`src/rtl/read_write_burst_if.sv`:
```
// read_write_burst_if: transaction bus between the burst engine and the protocol FSM.
interface read_write_burst_if #(parameter int DATA_W = 64);
  logic              free;
  logic              bad;
  logic [DATA_W-1:0] data_up_pro;
  logic              send_in;
  logic              input_ready;
  logic [6:0]        addr;
  logic [3:0]        endp;
  logic [DATA_W-1:0] data_down_pro;
  modport master (input free, bad, data_up_pro,
                  output send_in, input_ready, addr, endp, data_down_pro);
  modport slave  (output free, bad, data_up_pro,
                  input send_in, input_ready, addr, endp, data_down_pro);
endinterface

```
`src/rtl/read_write_burst.sv`:
```
// read_write_burst: splits a read/write burst into an address transaction plus per-word data transactions with retry.
module read_write_burst #(
  parameter int         DATA_W    = 64,
  parameter int         ADDR_W    = 16,
  parameter int         MAX_WORDS = 4,
  parameter int         MAX_RETRY = 3,
  parameter logic [6:0] DEV_ADDR  = 7'd5,
  parameter logic [3:0] ADDR_ENDP = 4'd4,
  parameter logic [3:0] DATA_ENDP = 4'd8,
  localparam int        LEN_W     = $clog2(MAX_WORDS + 1)
) (
  input  logic              clk,
  input  logic              rst_L,
  input  logic              tran_ready,
  input  logic              read,
  input  logic [ADDR_W-1:0] mempage,
  input  logic [LEN_W-1:0]  len,
  input  logic [DATA_W-1:0] wr_data,
  input  logic              wr_valid,
  output logic              wr_ready,
  output logic [DATA_W-1:0] data_up_rw,
  output logic              recv_ready,
  output logic              done,
  output logic              cancel,
  output logic              busy,
  read_write_burst_if.master pro
);
  localparam int RTY_W = $clog2(MAX_RETRY + 2);
  typedef enum logic [2:0] {IDLE, ADDR_ISSUE, ADDR_WAIT, DATA_ISSUE, DATA_WAIT, FINISH} state_t;
  state_t            state;
  logic              rd, held, fail;
  logic [ADDR_W-1:0] page;
  logic [LEN_W-1:0]  len_q, cnt;
  logic [RTY_W-1:0]  rty;
  logic [DATA_W-1:0] hold;
  logic              addr_ph, data_ph;
  assign addr_ph = state == ADDR_ISSUE || state == ADDR_WAIT;
  assign data_ph = state == DATA_ISSUE || state == DATA_WAIT;
  assign busy = state != IDLE;
  // A held word means this is a retry: reissue from the hold register, no new handshake.
  assign wr_ready = state == DATA_ISSUE && !rd && !held;
  assign pro.input_ready = state == ADDR_ISSUE || (state == DATA_ISSUE && (rd || held || wr_valid));
  assign pro.send_in = data_ph && rd;
  assign pro.addr = (addr_ph || data_ph) ? DEV_ADDR : '0;
  assign pro.endp = addr_ph ? ADDR_ENDP : data_ph ? DATA_ENDP : '0;
  assign pro.data_down_pro = addr_ph ? DATA_W'({len_q, page}) :
                             (data_ph && !rd) ? (held ? hold : wr_data) : '0;
  always_ff @(posedge clk or negedge rst_L)
    if (!rst_L) begin
      state      <= IDLE;
      rd         <= 1'b0;
      held       <= 1'b0;
      fail       <= 1'b0;
      page       <= '0;
      len_q      <= '0;
      cnt        <= '0;
      rty        <= '0;
      hold       <= '0;
      data_up_rw <= '0;
      recv_ready <= 1'b0;
      done       <= 1'b0;
      cancel     <= 1'b0;
    end else begin
      done       <= 1'b0;
      cancel     <= 1'b0;
      recv_ready <= 1'b0;
      case (state)
        IDLE: if (tran_ready) begin
          if (len != '0 && len <= LEN_W'(MAX_WORDS)) begin
            rd    <= read;
            page  <= mempage;
            len_q <= len;
            cnt   <= '0;
            rty   <= '0;
            held  <= 1'b0;
            fail  <= 1'b0;
            state <= ADDR_ISSUE;
          end else begin
            fail  <= 1'b1;
            state <= FINISH;
          end
        end
        ADDR_ISSUE: state <= ADDR_WAIT;
        DATA_ISSUE: if (pro.input_ready) begin
          if (wr_ready) begin
            hold <= wr_data;
            held <= 1'b1;
          end
          state <= DATA_WAIT;
        end
        ADDR_WAIT, DATA_WAIT:
          if (pro.bad) begin
            if (rty == RTY_W'(MAX_RETRY)) begin
              fail  <= 1'b1;
              state <= FINISH;
            end else begin
              rty   <= rty + 1'b1;
              state <= state == ADDR_WAIT ? ADDR_ISSUE : DATA_ISSUE;
            end
          end else if (pro.free) begin
            rty <= '0;
            if (state == ADDR_WAIT) state <= DATA_ISSUE;
            else begin
              cnt        <= cnt + 1'b1;
              held       <= 1'b0;
              data_up_rw <= rd ? pro.data_up_pro : data_up_rw;
              recv_ready <= rd;
              state      <= cnt + 1'b1 == len_q ? FINISH : DATA_ISSUE;
            end
          end
        FINISH: begin
          done   <= 1'b1;
          cancel <= fail;
          state  <= IDLE;
        end
        default: state <= IDLE;
      endcase
    end
endmodule

```
`src/flat_wrapper.sv`:
```
// flat-port wrapper written by rule: the top's interface ports become plain ports
module read_write_burst_flat 
#(
  parameter int         DATA_W    = 64,
  parameter int         ADDR_W    = 16,
  parameter int         MAX_WORDS = 4,
  parameter int         MAX_RETRY = 3,
  parameter logic [6:0] DEV_ADDR  = 7'd5,
  parameter logic [3:0] ADDR_ENDP = 4'd4,
  parameter logic [3:0] DATA_ENDP = 4'd8,
  localparam int        LEN_W     = $clog2(MAX_WORDS + 1)
)
  (clk, rst_L, tran_ready, read, mempage, len, wr_data, wr_valid, wr_ready, data_up_rw, recv_ready, done, cancel, busy, pro_free, pro_bad, pro_data_up_pro, pro_send_in, pro_input_ready, pro_addr, pro_endp, pro_data_down_pro);
  read_write_burst_if #(.DATA_W(DATA_W)) pro_i ();
  input  logic clk;
  input  logic rst_L;
  input  logic tran_ready;
  input  logic read;
  input  logic [ADDR_W-1:0] mempage;
  input  logic [LEN_W-1:0] len;
  input  logic [DATA_W-1:0] wr_data;
  input  logic wr_valid;
  output logic wr_ready;
  output logic [DATA_W-1:0] data_up_rw;
  output logic recv_ready;
  output logic done;
  output logic cancel;
  output logic busy;
  input wire logic [$bits(pro_i.free)-1:0] pro_free;
  input wire logic [$bits(pro_i.bad)-1:0] pro_bad;
  input wire logic [$bits(pro_i.data_up_pro)-1:0] pro_data_up_pro;
  output wire logic [$bits(pro_i.send_in)-1:0] pro_send_in;
  output wire logic [$bits(pro_i.input_ready)-1:0] pro_input_ready;
  output wire logic [$bits(pro_i.addr)-1:0] pro_addr;
  output wire logic [$bits(pro_i.endp)-1:0] pro_endp;
  output wire logic [$bits(pro_i.data_down_pro)-1:0] pro_data_down_pro;
  assign pro_i.free = pro_free;
  assign pro_i.bad = pro_bad;
  assign pro_i.data_up_pro = pro_data_up_pro;
  assign pro_send_in = pro_i.send_in;
  assign pro_input_ready = pro_i.input_ready;
  assign pro_addr = pro_i.addr;
  assign pro_endp = pro_i.endp;
  assign pro_data_down_pro = pro_i.data_down_pro;
  read_write_burst #(.DATA_W(DATA_W), .ADDR_W(ADDR_W), .MAX_WORDS(MAX_WORDS), .MAX_RETRY(MAX_RETRY), .DEV_ADDR(DEV_ADDR), .ADDR_ENDP(ADDR_ENDP), .DATA_ENDP(DATA_ENDP)) u_core (.clk(clk), .rst_L(rst_L), .tran_ready(tran_ready), .read(read), .mempage(mempage), .len(len), .wr_data(wr_data), .wr_valid(wr_valid), .wr_ready(wr_ready), .data_up_rw(data_up_rw), .recv_ready(recv_ready), .done(done), .cancel(cancel), .busy(busy), .pro(pro_i));
endmodule
```
`config.mk`:
```
export PLATFORM = sky130hd
export DESIGN_NAME = read_write_burst_flat
export DESIGN_NICKNAME = d
export VERILOG_FILES = /design/src/rtl/read_write_burst_if.sv /design/src/rtl/read_write_burst.sv /design/src/flat_wrapper.sv
export SDC_FILE = /design/constraint.sdc
export NUM_CORES = 1
export LEC_CHECK = 0
export ABC_CLOCK_PERIOD_IN_PS = 2600
export CAP_MARGIN = 20
export CORE_MARGIN = 1.5
export CORE_UTILIZATION = 44
export DETAILED_ROUTE_END_ITERATION = 8
export HOLD_SLACK_MARGIN = 0.15
export PLACE_DENSITY = 0.81
export SYNTH_ARGS = -nofsm -noshare
export SYNTH_HDL_FRONTEND = slang
export SYNTH_SLANG_ARGS = --single-unit
```
`constraint.sdc`:
```
create_clock -name clk -period 2.6 [get_ports clk]
set_input_delay 0.26 -clock clk [delete_from_list [all_inputs] [get_ports clk]]
set_output_delay 0.26 -clock clk [all_outputs]
set_load 0.02 [all_outputs]
```
==> flow_summary.yaml, run 1 <==
synth:
  synthAdderAreaFrac_pct: 0.489
  synth_edf_count: 0
  synthCells: 590
  post_synth_and_or_nand_nor_area_fraction_pct: 5.65
  synth_area_um2: 7680
  avgSynthCellArea_um2: 13.0
  yosysWarnings: 0
  synth_top_family_by_area: "multiplexers"
  ys_ff_latch: 162
  post_synth_num_cell_types: 45
  synthMuxAreaShare_pct: 32.7
  async_reset_ff_share_pct: 100
  seq_area_frac_synth_pct: 52.8
  synth-xor-area-share_pct: 0.684
  synth_compound_area_share_pct: 3.63
  ys.flop_type: "dfrtp_1"
placed_design:
  dpl_cell_area_um2: 10900
  numPortBuffers: 292
  dp.cells: 1086
  place_hpwl_um: 14600
  routabilityCongestion: 0.883
finish:
  nNetsFinal: 1038
  layout_commonest_cell: "clkdlybuf4s50_1"
  multi_input_area_um2: 3350
  diodes: 0
  fin_cells: 1119
  design_area_um2: 11400
  synthToLayoutAreaGrowth_pct: 47.9
  nFillCells: 1335
  seq_area_um2: 4060
  mostFrequentLayoutCells: "clkdlybuf4s50_1, dfrtp_1, mux2_2"
  layout-drive-gt1-share_pct: 25.3
global_routing:
  grt_overflow: 0
  grt_max_degree: 66
  grt.total_usage_pct: 22.2
  grt_pass1_vias: 5886
  antenna_found_initial: 0
  grt_pass1_wl_um: 31100
floorplan:
  die_w_um: 135
  start_util_pct: 44.7
  die-area_um2: 18300
  core_um2: 17200
  row_count: 48
  io_pins: 300
  die_y_um: 135
timing:
  tns_ns: 0
  drv_slew: 0
  setup_viol: 0
  finalHoldViolations: 0
  maxSlewHeadroom_pct: 57.6
  fmax_mhz: 401
  worst-slew-pin-transition_ns: 0.636
  rsz0062_at_grt: "false"
  fin_crit_ns: 2.49
  fin_crit_sh_pct: 95.9
  skew_ns: 0.0110
cts:
  clock_path_buffers: 2
  clock_sinks: 162
  htreeDepth: 4
  cts.reportedPaths.clkPinSlew_ns: 0.06
  cts_root_buffer: "clkbuf_16"
  clock_latency_ns: 0.43
  cts_tree: "yes"
  cts_buffers: 17
run_status:
  status: "finished, final reports clean"
worst_hold_path:
  worst_hold_path_type: "in2async"
drt:
  drtIter0Drc: 234
  wl_per_cell_um: 18.0
  wl_um: 20100
  drc_errors: 0
  drt_pre_antenna_iters: 4
  ant_nets: 0
  routed_via_density: 5.09
  vias: 5699
power:
  pwr-share-clk_pct: 19.8
  comb_power_share_pct: 47.0
  pwr-share-seq_pct: 33.2
  power_density_nw_per_um2: 1120
  max-vdd-ir-drop_uv: 881
  cell_internal_pwr_mw: 8.11
  switching_share_pct: 36.4
  switchingPower_mw: 4.65
  leakage_nw: 5.41
job:
  drv_cap: 0
setup_path:
  crit_path_start_kind: "flip-flop"
  critPathCaptureType: "output port"
  crit_required_ns: 2.34
  crit_type: "reg2out"
  cp.arrival_ns: 2.23
  cp_max_fo: 3
[final timing paths]
kind	to	startpoint	cells past startpoint	slack (ns)
hold / removal	u_core.page[14]$_DFFE_PN0P_	rst_L	2	0.42
hold reg to reg	u_core.cancel$_DFF_PN0_	u_core.fail$_DFFE_PN0P_	1	0.49
min in group clk	u_core.data_up_rw[18]$_DFFE_PN0P_	pro_data_up_pro[18]	2	0.44
setup reg to reg	u_core.hold[32]$_DFFE_PN0P_	u_core.held$_DFFE_PN0P_	6	0.54
max in group asynchronous	u_core.data_up_rw[21]$_DFFE_PN0P_	rst_L	3	1.46
setup / recovery	wr_ready	u_core.held$_DFFE_PN0P_	4	0.11
[Yosys cell counts (all sizes together), types with 2 or more instances]
cell type  number  area [um^2]
dfrtp         162         4050
mux2          149         1860
mux2i          65          651
nor2           56          210
buf            29          204
nand2          27          101
o21ai          27          139
clkbuf         16         60.1
inv            11         41.3
a21oi           4         20.0
xnor2           4         35.0
ha              3         37.5
nand2b          3         18.8
a2bb2oi         2         17.5
a31oi           2         12.5
and2            2         12.5
nand3           2         10.0
nand3b          2         15.0
nand4           2         12.5
nor3            2         10.0
o2bb2ai         2         17.5
or2             2         15.0
xor2            2         17.5
[layer usage]
layer / up-vias / wire, um / global-route usage, %
li1: 2633 / - / -
met1: 2832 / 8280 / 28.4
met2: 188 / 10100 / 36.3
met3: 46 / 1020 / 4.32
met4: 0 / 706 / 10.5
met5: - / 0 / 0
[layout make-up]
cell class                      instances  share of cell area [%]
Clock buffer                           18                    3.87
Tap cell                              225                    2.48
Inverter                               11                   0.364
Multi-Input combinational cell        378                    29.5
Clock inverter                         14                    1.34
Timing Repair Buffer                  311                    26.6
Sequential cell                       162                    35.8
[timing repair]
action / in CTS / in global routing
gates cloned: 0 / 0
buffers inserted: 0 / 0
hold endpoints to repair: 63 / 0
endpoints found under the setup margin: 66 / 24
gates resized for setup: 66 / 58
hold buffers: 1 / 0
[per-stage QoR]
stage	hold WS (ns)	utilization, %	power (mW)	setup WS (ns)
after global routing	0.432	66.1	13.4	0.0150
after CTS	0.427	66.4	12.9	0.0287
after floorplan	-0.0356	-	7.95	0.326
final	0.417	66.1	12.8	0.107
after global placement	0.317	63.4	10.5	0.286
after detailed placement	0.318	63.4	10.6	0.158
[kinds of logic after synthesis]
group / after synthesis
AOI/OAI and AO/OA: 46
DFF: 162
muxes: 214
buffers and inverters: 56
and+or+nand+nor: 102
other: 1
xor gates and xnor gates: 6
adders and majority gates: 3
[power by group through the flow]
stage | Sequential, mW | Clock (mW) | Combinational, mW
final | 4.24 | 2.52 | 5.99
after floorplan | 4.53 | 0 | 3.42
after detailed placement | 4.25 | 0 | 6.35
after global placement | 4.19 | 0 | 6.28
after CTS | 4.23 | 2.58 | 6.09
after global routing | 4.36 | 2.67 | 6.41
[state kept, by name (all words and copies together), names as in the netlist]
| name | count |
|---|---|
| u_core.held | 1 |
| u_core.len_q | 3 |
| u_core.state | 3 |
| u_core.hold | 64 |
| u_core.rd | 1 |
| u_core.page | 16 |
| u_core.rty | 3 |
| u_core.done | 1 |
| u_core.cnt | 3 |
| u_core.data_up_rw | 64 |
| u_core.cancel | 1 |
| u_core.recv_ready | 1 |
| u_core.fail | 1 |
[critical path: stages (launching register included)]
cell             delay (ns)
dfrtp_4                0.49
or3b_1                 0.40
or2_4                  0.25
inv_2                  0.07
clkdlybuf4s50_1        0.60
Note: power is estimated with default switching activity, not from simulation.
==> run 2, diff against run 1 <==
- ABC_AREA: unset -> 1
==> flow_summary.yaml, run 2 <==
run_status:
  status: "finished, final reports clean"
cts:
  cts_buffers: 17
  clock_latency_ns: 0.42
  clock_path_buffers: 2
  cts_tree: "yes"
  clock_sinks: 162
  cts_root_buffer: "clkbuf_16"
  cts.reportedPaths.clkPinSlew_ns: 0.07
  htreeDepth: 4
global_routing:
  grt.total_usage_pct: 24.5
  grt_overflow: 0
  grt_max_degree: 67
  grt_pass1_wl_um: 34900
  antenna_found_initial: 1
  grt_pass1_vias: 6892
synth:
  synthCells: 956
  synth_area_um2: 7610
  yosysTopAreaCell: "dfrtp_1"
  post_synth_main_area_contributors: "dfrtp_1, nand2_1, o21ai_1"
  post_synth_and_or_nand_nor_area_fraction_pct: 20.5
  synth_most_common_cell: "nand2_1"
  synth.top_cells.by_count: "nand2_1, dfrtp_1, o21ai_1"
  synth_edf_count: 0
  yosysTopAreaCellShare_pct: 53.3
  ys_ff_latch: 162
  ys.flop_type: "dfrtp_1"
  post_synth_num_cell_types: 26
  async_reset_ff_share_pct: 100
  yosysWarnings: 0
  seq_area_frac_synth_pct: 53.3
  synth_top_family_by_area: "simple AND/OR/NAND/NOR gates"
  synth-xor-area-share_pct: 0
  synthMuxAreaShare_pct: 0
  avgSynthCellArea_um2: 7.96
  synthAdderAreaFrac_pct: 0.493
  synth_compound_area_share_pct: 16.6
timing:
  fin_crit_ns: 2.47
  fmax_mhz: 406
  finalHoldViolations: 0
  maxSlewHeadroom_pct: 55.2
  skew_ns: 0.00733
  worst-slew-pin-transition_ns: 0.672
  setup_viol: 0
  fin_crit_sh_pct: 94.8
  drv_slew: 0
setup_path:
  reg2reg_to: "u_core.held$_DFFE_PN0P_"
  cp.arrival_ns: 2.21
  slowest_stage: "dfrtp_1"
  rr_worst_depth: 8
  critPathCaptureType: "output port"
  crit_family: "buffers and inverters"
  setup.worst_path.start: "u_core.state[1]$_DFFE_PN0P_"
  rrSetupSlack_ns: 0.72
  crit_type: "reg2out"
  path_buf_inv: 2
  cp_max_fo: 57
  rr_startpoint: "u_core.held$_DFFE_PN0P_"
  crit_chain: "nor2_1 -> nand2_1 -> nand2_1 -> nand2_2 -> buf_12 -> o21ai_0 -> dlygate4sd2_1"
  crit_required_ns: 2.34
  max_stage_delay_ns: 0.47
  crit_top_cell: "nand2_1"
  crit_path_start_kind: "flip-flop"
placed_design:
  place_hpwl_um: 15900
  routabilityCongestion: 0.990
  numPortBuffers: 292
  dpl_cell_area_um2: 10700
drt:
  ant_nets: 0
  drc_errors: 0
  drt_pre_antenna_iters: 5
  vias: 7256
  routed_via_density: 4.99
  wl_per_cell_um: 15.0
  wl_um: 21900
  drtIter0Drc: 396
floorplan:
  die-area_um2: 18100
  die_y_um: 135
  row_count: 47
  start_util_pct: 45.4
  core_um2: 16800
  die_w_um: 135
  io_pins: 300
job:
  drv_cap: 0
power:
  max-vdd-ir-drop_uv: 584
  power_density_nw_per_um2: 1140
  leakage_nw: 5.64
  power_mw: 12.7
worst_hold_path:
  hold_depth: 3
  worst_hold_path_type: "in2reg"
  worstHoldStart: "pro_data_up_pro[31]"
  holdPathEnd: "u_core.data_up_rw[31]$_DFFE_PN0P_"
finish:
  design_area_um2: 11200
  mostFrequentLayoutCells: "nand2_1, clkdlybuf4s50_1, dfrtp_1"
  layout-drive-gt1-share_pct: 7.21
  largestRegisters: "u_core.data_up_rw x64, u_core.hold x64, u_core.page x16"
  nNetsFinal: 1380
  layout_commonest_cell: "nand2_1"
  synthToLayoutAreaGrowth_pct: 46.9
[run 2: changes by cell type in the layout (fill, tap and decap cells not counted), moves of 10 or more]
cell and delta:
nand2_1 +287, mux2_2 -100, o21ai_1 +94, inv_1 +74
mux2i_1 -65, mux2_4 -49, a211oi_1 +45, o21ai_0 +37
dlygate4sd2_1 -24, nor2_1 +20, a21oi_1 +17, clkdlybuf4s15_1 +11
clkbuf_2 +10
[run 2: stage by stage]
| stage | setup TNS [ns] | setup slack (ns) | std cells | util, % | hold WS, ns |
|---|---|---|---|---|---|
| 6_report | 0 | 0.135 | 1455 | 66.7 | 0.373 |
| 3_3_place_gp | 0 | 0.371 | 1423 | 63.9 | 0.261 |
| 5_1_grt | -0.000960 | -0.000960 | 1455 | 66.7 | 0.375 |
| 2_1_floorplan | 0 | 0.562 | 962 | - | -0.0356 |
| 3_5_place_dp | 0 | 0.238 | 1423 | 63.9 | 0.261 |
| 4_1_cts | 0 | 0.00630 | 1454 | 67.1 | 0.355 |
[run 2: area by class of cell]
cell class / count / area (um^2)
fill: 1407 / 5580
sequential: 162 / 4050
timing repair buffer: 309 / 3000
multi-input combinational: 644 / 2910
clock buffer: 19 / 453
inverter: 89 / 334
tap: 220 / 275
clock inverter: 11 / 151
antenna: 1 / 2.50
[run 2: power by group]
group	switching [mW]	internal, mW	leakage (nW)
registers	0.630	3.63	2.09
clock network	1.02	1.56	0.296
logic	3.52	2.35	3.25
total	5.17	7.54	5.64
[run 2: worst register-to-register path, stage by stage, from the launching register on]
cell     delay [ns]
dfrtp_1        0.40
buf_6          0.21
nor3_1         0.29
o21ai_1        0.16
nand2_4        0.30
buf_12         0.25
nand2_1        0.07
nand2_1        0.06
inv_1          0.04
[run 2: metal layers]
metal  part of all wire [%]  global-route usage (%)  vias to the layer above
met5                      0                       0                        -
met4                    3.7                    11.4                        0
met3                    8.7                    7.73                       48
met2                     47                    39.9                      303
met1                     41                    29.8                     3330
li1                       -                       -                     3575
[run 2: worst max path at each step]
| stage | to | slack [ns] | cells past startpoint |
|---|---|---|---|
| global route | pro_data_down_pro[20] | -0.001 | 7 |
| global placement | pro_data_down_pro[61] | 0.37 | 7 |
| CTS | pro_data_down_pro[33] | 0.006 | 6 |
| finish | pro_data_down_pro[11] | 0.13 | 7 |
| floorplan | pro_data_down_pro[26] | 0.56 | 6 |
| detailed placement | pro_data_down_pro[40] | 0.24 | 7 |
[run 2: timing repair]
| item | in CTS | in global routing |
|---|---|---|
| buffers inserted | 0 | 0 |
| hold buffers | 1 | 0 |
| endpoints found under the setup margin | 63 | 47 |
| endpoints found under the hold margin | 53 | 0 |
| gates resized for setup | 63 | 104 |
[run 2: logic make-up (layout without fill, tap and decap cells)]
logic type,Yosys count,in the layout
other,1,8
buffers and inverters,156,428
DFF,162,162
and+or+nand+nor,406,406
adders and majority gates,3,3
AOI/OAI and AO/OA,228,228
==> run 3, diff against run 2 <==
- ABC_CLOCK_PERIOD_IN_PS: 2600 -> 2800
- clock period: 2.6 -> 2.8 ns (I/O delays scaled with it)
==> flow_summary.yaml, run 3 (same netlist as run 2, synthesis figures left out) <==
run_status:
  status: "finished, final reports clean"
drt:
  drc_errors: 0
  ant_nets: 0
  routed_via_density: 4.99
  drtIter0Drc: 407
  drt_pre_antenna_iters: 5
  vias: 7280
  wl_per_cell_um: 15.1
  wl_um: 22000
timing:
  skew_ns: 0.00701
  fin_crit_sh_pct: 95.1
  fin_crit_ns: 2.66
  worst-slew-pin-transition_ns: 0.728
  maxSlewHeadroom_pct: 51.5
  finalHoldViolations: 0
  rsz0062_at_grt: "false"
  hold_ws_ns: 0.383
  setup_viol: 0
  tns_ns: 0
  fmax_mhz: 376
  drv_slew: 0
power:
  power_mw: 12.0
  power_density_nw_per_um2: 1050
  pwr-share-clk_pct: 20.0
  pwr-share-seq_pct: 33.0
  switchingPower_mw: 4.85
  leakage_nw: 6.33
  cell_internal_pwr_mw: 7.12
  switching_share_pct: 40.5
  max-vdd-ir-drop_uv: 592
  comb_power_share_pct: 47.0
finish:
  largestRegisters: "u_core.data_up_rw x64, u_core.hold x64, u_core.page x16"
  diodes: 0
  mostFrequentLayoutCells: "nand2_1, clkdlybuf4s50_1, dfrtp_1"
  layout_commonest_cell: "nand2_1"
  fin_cells: 1458
  nNetsFinal: 1382
  design_area_um2: 11400
  synthToLayoutAreaGrowth_pct: 50.2
  layout-drive-gt1-share_pct: 5.33
cts:
  htreeDepth: 4
  clock_path_buffers: 2
  clock_sinks: 162
  cts.reportedPaths.clkPinSlew_ns: 0.07
  clock_latency_ns: 0.43
  cts_setup_buffers: 0
  cts_buffers: 17
  cts_tree: "yes"
  cts_root_buffer: "clkbuf_16"
floorplan:
  die-area_um2: 18100
  core_um2: 16800
  die_y_um: 135
  start_util_pct: 45.4
  die_w_um: 135
  row_count: 47
  io_pins: 300
placed_design:
  routabilityCongestion: 0.977
  dp.cells: 1425
  numPortBuffers: 292
  place_hpwl_um: 15700
  dpl_cell_area_um2: 10700
setup_path:
  critPathCaptureType: "output port"
  crit_top_cell: "nand2_1"
  cp.arrival_ns: 2.38
  crit_required_ns: 2.52
  cp_max_fo: 18
  crit_path_start_kind: "flip-flop"
  crit_type: "reg2out"
  crit_chain: "nor2_1 -> nand2_1 -> nand2_1 -> buf_4 -> nand2_1 -> o21ai_0 -> clkdlybuf4s50_1"
  slowest_stage: "clkdlybuf4s50_1"
  max_stage_delay_ns: 0.69
job:
  drv_cap: 0
global_routing:
  grt_overflow: 0
  antenna_found_initial: 0
  grt.total_usage_pct: 24.7
  grt_max_degree: 78
  grt_pass1_vias: 7126
  grt_pass1_wl_um: 35300
worst_hold_path:
  worst_hold_path_type: "in2reg"
[run 3: final timing paths]
path,startpoint,endpoint,slack [ns],cells past startpoint
max in group asynchronous,rst_L,u_core.hold[55]$_DFFE_PN0P_,1.49,3
min reg2reg,u_core.page[5]$_DFFE_PN0P_,u_core.page[5]$_DFFE_PN0P_,0.47,2
max,u_core.state[0]$_DFFE_PN0P_,pro_data_down_pro[7],0.14,7
max reg2reg,u_core.state[1]$_DFFE_PN0P_,u_core.page[2]$_DFFE_PN0P_,0.91,8
min in group asynchronous,rst_L,u_core.data_up_rw[0]$_DFFE_PN0P_,0.46,2
min,pro_data_up_pro[57],u_core.data_up_rw[57]$_DFFE_PN0P_,0.38,3
[run 3: worst max-delay path, delay by kind of cell, from the launching register on]
family | cells | cell delay [ns]
AND/OR/NAND/NOR | 4 | 0.50
buffers and inverters | 2 | 0.91
flip-flops | 1 | 0.45
AO/OA/AOI/OAI | 1 | 0.10
[run 3: per-layer routing]
| layer | up-vias | track usage [%] | share of wire [%] |
|---|---|---|---|
| li1 | 3570 | - | - |
| met1 | 3367 | 29.1 | 41 |
| met2 | 296 | 41.5 | 48 |
| met3 | 47 | 8.11 | 8.4 |
| met4 | 0 | 10.6 | 3.1 |
| met5 | - | 0 | 0 |
[run 3: power groups by stage]
stage          clock [mW]  combinational, mW  sequential, mW
3_3_place_gp            0               5.61            3.92
6_report             2.39               5.62            3.95
5_1_grt              2.53               6.14            4.07
4_1_cts              2.45               5.71            3.94
3_5_place_dp            0               5.70            3.96
2_1_floorplan           0               2.58            4.43
[run 3: repair_timing]
| item | CTS | global route |
|---|---|---|
| gates resized for setup | 11 | 48 |
| hold endpoints to repair | 74 | 0 |
| pin swaps | 0 | 0 |
| setup endpoints to repair | 53 | 48 |
| hold buffers | 1 | 0 |
[run 3: layout make-up]
class | count | area [um^2]
clock inverters | 12 | 146
flip-flops and latches | 162 | 4050
repair buffers | 311 | 3240
clock buffers | 20 | 467
well taps | 220 | 275
fillers | 1385 | 5330
multi-input cells | 644 | 2910
inverters | 89 | 334
[run 3: per-stage QoR]
| step | setup WS [ns] | util [%] |
|---|---|---|
| after floorplan | 0.742 | - |
| after global placement | 0.441 | 63.8 |
| after detailed placement | 0.310 | 63.8 |
| after CTS | 0.000417 | 67.5 |
| after global routing | 0.00412 | 68.2 |
| final | 0.138 | 68.2 |
